`src/rtl/dds_phase_gen.sv`:
```
// DDS phase generator: synchronises the divided sample clock, advances a phase
// accumulator per rising edge and emits saw/triangle/square samples.
// Optional macro DDS_DITHER_EN adds LFSR truncation dither to the phase index.
module dds_phase_gen #(
  parameter int ACC_W = 32,
  parameter int OUT_W = 10
) (
  input  logic             clk,
  input  logic             rst,
  input  logic             sample_clk_in,
  input  logic             enable,
  input  logic             phase_clr,
  input  logic [ACC_W-1:0] fw_data,
  input  logic             fw_valid,
  output logic             fw_ready,
  input  logic [1:0]       wave_sel,
  input  logic [OUT_W-1:0] duty,
  output logic [OUT_W-1:0] wave_out,
  output logic             wave_valid,
  output logic             wrap_pulse
);

  localparam logic [1:0] SEL_SAW  = 2'd0;
  localparam logic [1:0] SEL_TRI  = 2'd1;
  localparam logic [1:0] SEL_SQR  = 2'd2;

  logic             s1, s2, s3;
  logic             tick;
  logic             advance;
  logic [ACC_W-1:0] acc;
  logic [ACC_W-1:0] fw_active;
  logic [ACC_W-1:0] pending;
  logic             pending_full;
  logic             upd_d;
  logic [ACC_W:0]   sum;
  logic [OUT_W-1:0] p;
  logic [OUT_W-1:0] t;
  logic [OUT_W-1:0] sample;

  // Sync flops reset high so a sample clock already high at reset release is not a rise.
  always_ff @(posedge clk) begin
    if (rst) begin
      s1 <= 1'b1;
      s2 <= 1'b1;
      s3 <= 1'b1;
    end else begin
      s1 <= sample_clk_in;
      s2 <= s1;
      s3 <= s2;
    end
  end

  assign tick    = s2 & ~s3;
  assign advance = tick & enable & ~phase_clr;
  assign sum     = {1'b0, acc} + {1'b0, fw_active};

  always_ff @(posedge clk) begin
    if (rst) begin
      acc        <= '0;
      wrap_pulse <= 1'b0;
      upd_d      <= 1'b0;
    end else begin
      wrap_pulse <= 1'b0;
      upd_d      <= advance;
      if (phase_clr) begin
        acc <= '0;
      end else if (advance) begin
        acc        <= sum[ACC_W-1:0];
        wrap_pulse <= sum[ACC_W];
      end
    end
  end

  // A new word waits in pending until the accumulator wraps, keeping phase continuous.
  assign fw_ready = ~pending_full;

  always_ff @(posedge clk) begin
    if (rst) begin
      fw_active    <= '0;
      pending      <= '0;
      pending_full <= 1'b0;
    end else if (fw_valid && fw_ready) begin
      pending      <= fw_data;
      pending_full <= 1'b1;
    end else if (pending_full && (wrap_pulse || (fw_active == '0) || !enable)) begin
      fw_active    <= pending;
      pending_full <= 1'b0;
    end
  end

`ifdef DDS_DITHER_EN
  localparam logic [ACC_W-1:0] DITHER_MASK = {{OUT_W{1'b0}}, {(ACC_W-OUT_W){1'b1}}};

  logic [15:0]      lfsr;
  logic [ACC_W-1:0] dith_sum;

  always_ff @(posedge clk) begin
    if (rst) begin
      lfsr <= 16'hACE1;
    end else if (advance) begin
      lfsr <= {lfsr[14:0], lfsr[15] ^ lfsr[13] ^ lfsr[12] ^ lfsr[10]};
    end
  end

  assign dith_sum = acc + (ACC_W'(lfsr) & DITHER_MASK);
  assign p        = dith_sum[ACC_W-1 -: OUT_W];
`else
  assign p = acc[ACC_W-1 -: OUT_W];
`endif

  always_comb begin
    t      = {p[OUT_W-2:0], 1'b0};
    sample = '0;
    case (wave_sel)
      SEL_SAW: sample = p;
      SEL_TRI: sample = p[OUT_W-1] ? ~t : t;
      SEL_SQR: sample = (p < duty) ? '1 : '0;
      default: sample = '0;
    endcase
  end

  always_ff @(posedge clk) begin
    if (rst) begin
      wave_out   <= '0;
      wave_valid <= 1'b0;
    end else begin
      wave_valid <= upd_d;
      if (upd_d) begin
        wave_out <= sample;
      end
    end
  end

endmodule

```
`config.mk`:
```
export PLATFORM = sky130hd
export DESIGN_NAME = dds_phase_gen
export DESIGN_NICKNAME = d
export VERILOG_FILES = /design/src/rtl/dds_phase_gen.sv
export SDC_FILE = /design/constraint.sdc
export NUM_CORES = 1
export LEC_CHECK = 0
export BUFFER_PORTS_ARGS = -buffer_cell sky130_fd_sc_hd__buf_2
export CELL_PAD_IN_SITES_DETAIL_PLACEMENT = 0
export CELL_PAD_IN_SITES_GLOBAL_PLACEMENT = 1
export CORE_ASPECT_RATIO = 0.7
export CORE_MARGIN = 3
export CORE_UTILIZATION = 25
export DETAILED_ROUTE_END_ITERATION = 6
export PLACE_DENSITY = 0.54
export SLEW_MARGIN = 25
export SYNTH_ARGS = -nofsm -noshare
export SYNTH_HDL_FRONTEND = slang
export SYNTH_SLANG_ARGS = --single-unit
```
`constraint.sdc`:
```
create_clock -name clk -period 3.7 [get_ports clk]
set_input_delay 0.74 -clock clk [delete_from_list [all_inputs] [get_ports clk]]
set_output_delay 0.74 -clock clk [all_outputs]
set_load 0.01 [all_outputs]
```
# Word level (Yosys, flattened, before mapping)
# Index checks and enable logic that the tools add are counted.
word_totals:
  output_inout_bits: 13
  regBits: 113
  word_cells: 40
classes:
  eq_ne: 2
  bitwise_logic: 9
  n_reduce_logical: 11
  muxes: 5
  addsub: 1
  magnitude_cmp: 1
ops:
  columns: ["cell", "count"]
  rows:
  - ["$add A32 B32 Y33", 1]
  - ["$logic_not A32 Y1", 1]
  - ["$pmux W10 S3", 1]
  - ["$mux W10", 2]
  - ["$lt A10 B10 Y1", 1]
  - ["$not A10 Y10", 1]
  - ["$not A1 Y1", 5]
  - ["$and A1 B1 Y1", 3]
  - ["$reduce_or A3 Y1", 1]
  - ["$eq A2 B1 Y1 const B", 1]
  - ["$eq A2 B2 Y1 const B", 1]
  - ["$logic_and A1 B1 Y1", 2]
  - ["$logic_not A2 Y1", 1]
  - ["$logic_or A1 B1 Y1", 2]
  - ["$mux W1", 2]
  - ["$reduce_and A2 Y1", 1]
  - ["$reduce_bool A2 Y1", 1]
  - ["$reduce_or A2 Y1", 1]
  - ["$logic_not A1 Y1", 1]

# Longest topological paths before layout
logic_depth:
  depth_word: 6
  mapped_depth: 10

# Worst setup path after synthesis
# Ideal clock, no wire load.
synth_path:
  path_type: "reg2reg"
  start: "register acc[0]"
  end: "register acc[24]"
  stages_incl_launch_ff: 11
  setup_time_ns: 0.086
  n_path_buf: 0
  t_arrival_ns: 2.493
  path_slack_ns: 1.122
  path_cell_list: "dfxtp_1 -> ha_1 -> fa_1 -> a211oi_1 -> o21ai_2 -> o21ai_1 -> o41ai_2 -> a211o_1 -> a311oi_2 -> xor2_1 -> a211oi_1"
synth_between:
  elab_chain_cells: 1
synth_rtl:
  columns: ["item", "line", "text"]
  rows:
  - ["start, declared", "30", "logic [ACC_W-1:0] acc;"]
  - ["start signal, assigned", "68", "acc <= sum[ACC_W-1:0];"]
  - ["$add A32 B32 Y33", "55", "assign sum = {1'b0, acc} + {1'b0, fw_active};"]
# No other way between the ends.
# A chain may end at the register's enable or synchronous reset.

# Worst setup path after layout
layout_path:
  start: "register fw_active[0]"
  end: "register acc[24]"
layout_between:
  elab_chain_cells: 1
layout_rtl:
  columns: ["item", "line", "text"]
  rows:
  - ["start, declared", "31", "logic [ACC_W-1:0] fw_active;"]
  - ["start signal, assigned", "86", "fw_active <= pending;"]
  - ["$add A32 B32 Y33", "55", null]
# No other way between the ends.

==> results_dict.tcl <==
set metrics [dict create \
    crit_cells 10 \
    hpwl_um 12400 \
    postPlaceCellArea_sq_um 6700 \
    synth.most_common_cell "nand2_1" \
    crit_family "compound AO/OA/AOI/OAI gates" \
    r2r-start "fw_active[0]" \
    viasPerCell 4.66 \
    crit_start "fw_active[0]" \
    start_kind "register" \
    critical_path_required_ns 4.03 \
    syn_avg_cell_area_sq_um 8.47 \
    final_nets 863 \
    period_needed_ns 2.82 \
    gp_congestion 0.796 \
    holdBufCountCts 0 \
    setup_viol 0 \
    cts_resized 0 \
    final_layout_size_suffix_gt1_frac 0.165 \
    core_area_sq_um 23900 \
    pin_count 63 \
    io_buffers 62 \
    cts_tree "built" \
    fin_crit_sh 0.763 \
    grt_antenna_before_repair 0 \
    track_usage 0.134 \
    hold_path.startpoint "s1" \
    synth.area.top_cells "dfxtp_1 (37%), ha_1 (8.3%), nand2_1 (7.3%)" \
    crit_path_end_kind "register" \
    synth_cells 727 \
    cts_setup_buffers 0 \
    ir_drop_mv 0.333 \
    grt_first_pass_wirelength_um 28200 \
    crit_fanout 4 \
    wl_per_cell_um 15.7 \
    finClkSkew_ns 0.00725 \
    vias 5130 \
    synthArstFlopShare 0 \
    synth_common_cells "nand2_1 (120), dfxtp_1 (113), a21oi_1 (79)" \
    fillers 2549 \
    status "complete, no violations" \
    cp.arrival_ns 3.16 \
    cp_num_buf_inv 0 \
    cpPeakStageDelay_ns 0.44 \
    synth_top_cell_area_share 0.367 \
    clk_latency_ns 0.42 \
    finalHoldViolations 0 \
    worstMarginPinSlew_ns 0.753 \
    drc 0 \
    clock-sinks 113 \
    reg2regPathDepth 10 \
    yosys.area.top_type "dfxtp_1" \
    root_buffer "clkbuf_16" \
    die_h_um 137 \
    timing.fmax_mhz 354 \
    hold_class "reg2reg" \
    ys_types 60 \
    cts_buffers 17 \
    totalWireLength_um 17300 \
    drtPass1Iterations 4 \
    area_growth_pct 18.9 \
    ys.flop_type "dfxtp_1" \
    antenna_cells 0 \
    pre_cts_ws_ns 0.882 \
    dieArea_sq_um 26600 \
    drtIter0Drc 229 \
    setup-tns-final_ns 0 \
    slew_viol_final 0 \
    cts-htree-levels 4 \
    power.total_mw 3.31 \
    synth_edf_count 0 \
    path_clk_slew_ns 0.06 \
    whs_path_depth 1 \
    p_per_area_nw_per_um2 452 \
    grt_overflow 0 \
    stdcell_area_sq_um 7320 \
    max_slew_margin 0.496 \
    num_rows 47 \
    seq_area_frac_synth 0.367 \
    yosysWarnings 0 \
    first_global_vias 5131 \
    setup_ws_ns 0.877 \
    die_width_um 194 \
    rsz0062_at_grt "no" \
    worst_path_max_delay_cell "fa_1" \
    ant_nets 0 \
    p_leak_nw 3.30 \
    crit_chain "ha_1 -> fa_1 -> a211oi_1 -> o21ai_2 -> o21ai_1 -> o41ai_2 -> a211o_1 -> a311oi_2 -> xor2_1 -> a211oi_1" \
    drv_cap 0 \
    worstSetupPathType "reg2reg" \
    start_util 0.257 \
    synth_area_sq_um 6160 \
    syn-num-nets 819 \
    grt_max_degree 45 \
    clockBufferDepth 2 \
    ys_ff_latch 113 \
    cpMostUsedCell "a211oi_1" \
]
stage by stage:
stage	utilization	hold WS (ns)	std cells
after floorplan	-	0.389	727
after global placement	0.280	0.396	1070
after detailed placement	0.280	0.402	1070
after CTS	0.306	0.413	1102
after global routing	0.306	0.427	1102
final	0.306	0.407	1102
power breakdown:
group / leakage (nW) / internal [mW] / switching (mW) / total [mW]
logic: 2.09 / 0.107 / 0.164 / 0.272
clock network: 0.296 / 1.12 / 0.627 / 1.75
registers: 0.917 / 1.26 / 0.0301 / 1.29
per-layer routing:
layer / part of all wire / up-vias / routed length, um / GRT usage
li1: - / 2658 / - / -
met1: 0.54 / 2382 / 9360 / 0.191
met2: 0.42 / 75 / 7160 / 0.203
met3: 0.033 / 15 / 568 / 0.0328
met4: 0.0096 / 0 / 166 / 0.0373
met5: 0 / - / 0 / 0
final timing paths:
check	slack (ns)	to
hold / removal	0.41	s2
hold reg to reg	0.41	s2
setup reg to reg	0.88	acc[24]
setup / recovery	0.88	acc[24]
placed cells by master, fill, tap and decap left out, types with 3 or more instances in the layout:
cell and n:
nand4_1 10, mux2i_1 33, o21ai_0 8, o21ai_1 4, o211ai_1 7, nor3_1 4, nand2_1 119, or2_2 5
buf_2 62, xor2_1 12, a22o_1 11, xnor2_1 26, nor2b_1 6, nor2_1 70, a211oi_1 18, a2111oi_0 3
buf_4 10, a21o_1 13, a21oi_1 79, dfxtp_1 113, bufinv_16 4, clkbuf_16 17, nand3_1 12, nand2b_1 5
clkinv_2 4, nor4_1 9, a211o_1 10, ha_1 41, clkinvlp_4 3, inv_1 20
flip-flops by register name, indices dropped and copies added (netlist names):
register and cells:
acc 32, fw_active 32, pending 32, pending_full 1
s1 1, s2 1, s3 1, upd_d 1
wave_out 10, wave_valid 1, wrap_pulse 1
final cells by class:
cell class,instances,area (sq um),area share
multi-input combinational,546,3580,0.489
sequential,113,2260,0.309
clock buffer,18,429,0.0586
tap,318,398,0.0543
timing repair buffer,72,385,0.0526
clock inverter,14,189,0.0258
inverter,21,78.8,0.0108
logic make-up (layout without fill, tap and decap cells):
| family | Yosys count | count (layout) | synth area share |
|---|---|---|---|
| buffers and inverters | 68 | 125 | 0.0545 |
| DFF | 113 | 113 | 0.367 |
| muxes | 33 | 33 | 0.0537 |
| xor gates and xnor gates | 38 | 38 | 0.0541 |
| and+or+nand+nor | 249 | 249 | 0.176 |
| AOI/OAI and AO/OA | 184 | 184 | 0.208 |
| adders and majority gates | 42 | 42 | 0.0866 |
Power figures use the tool's default switching activity.
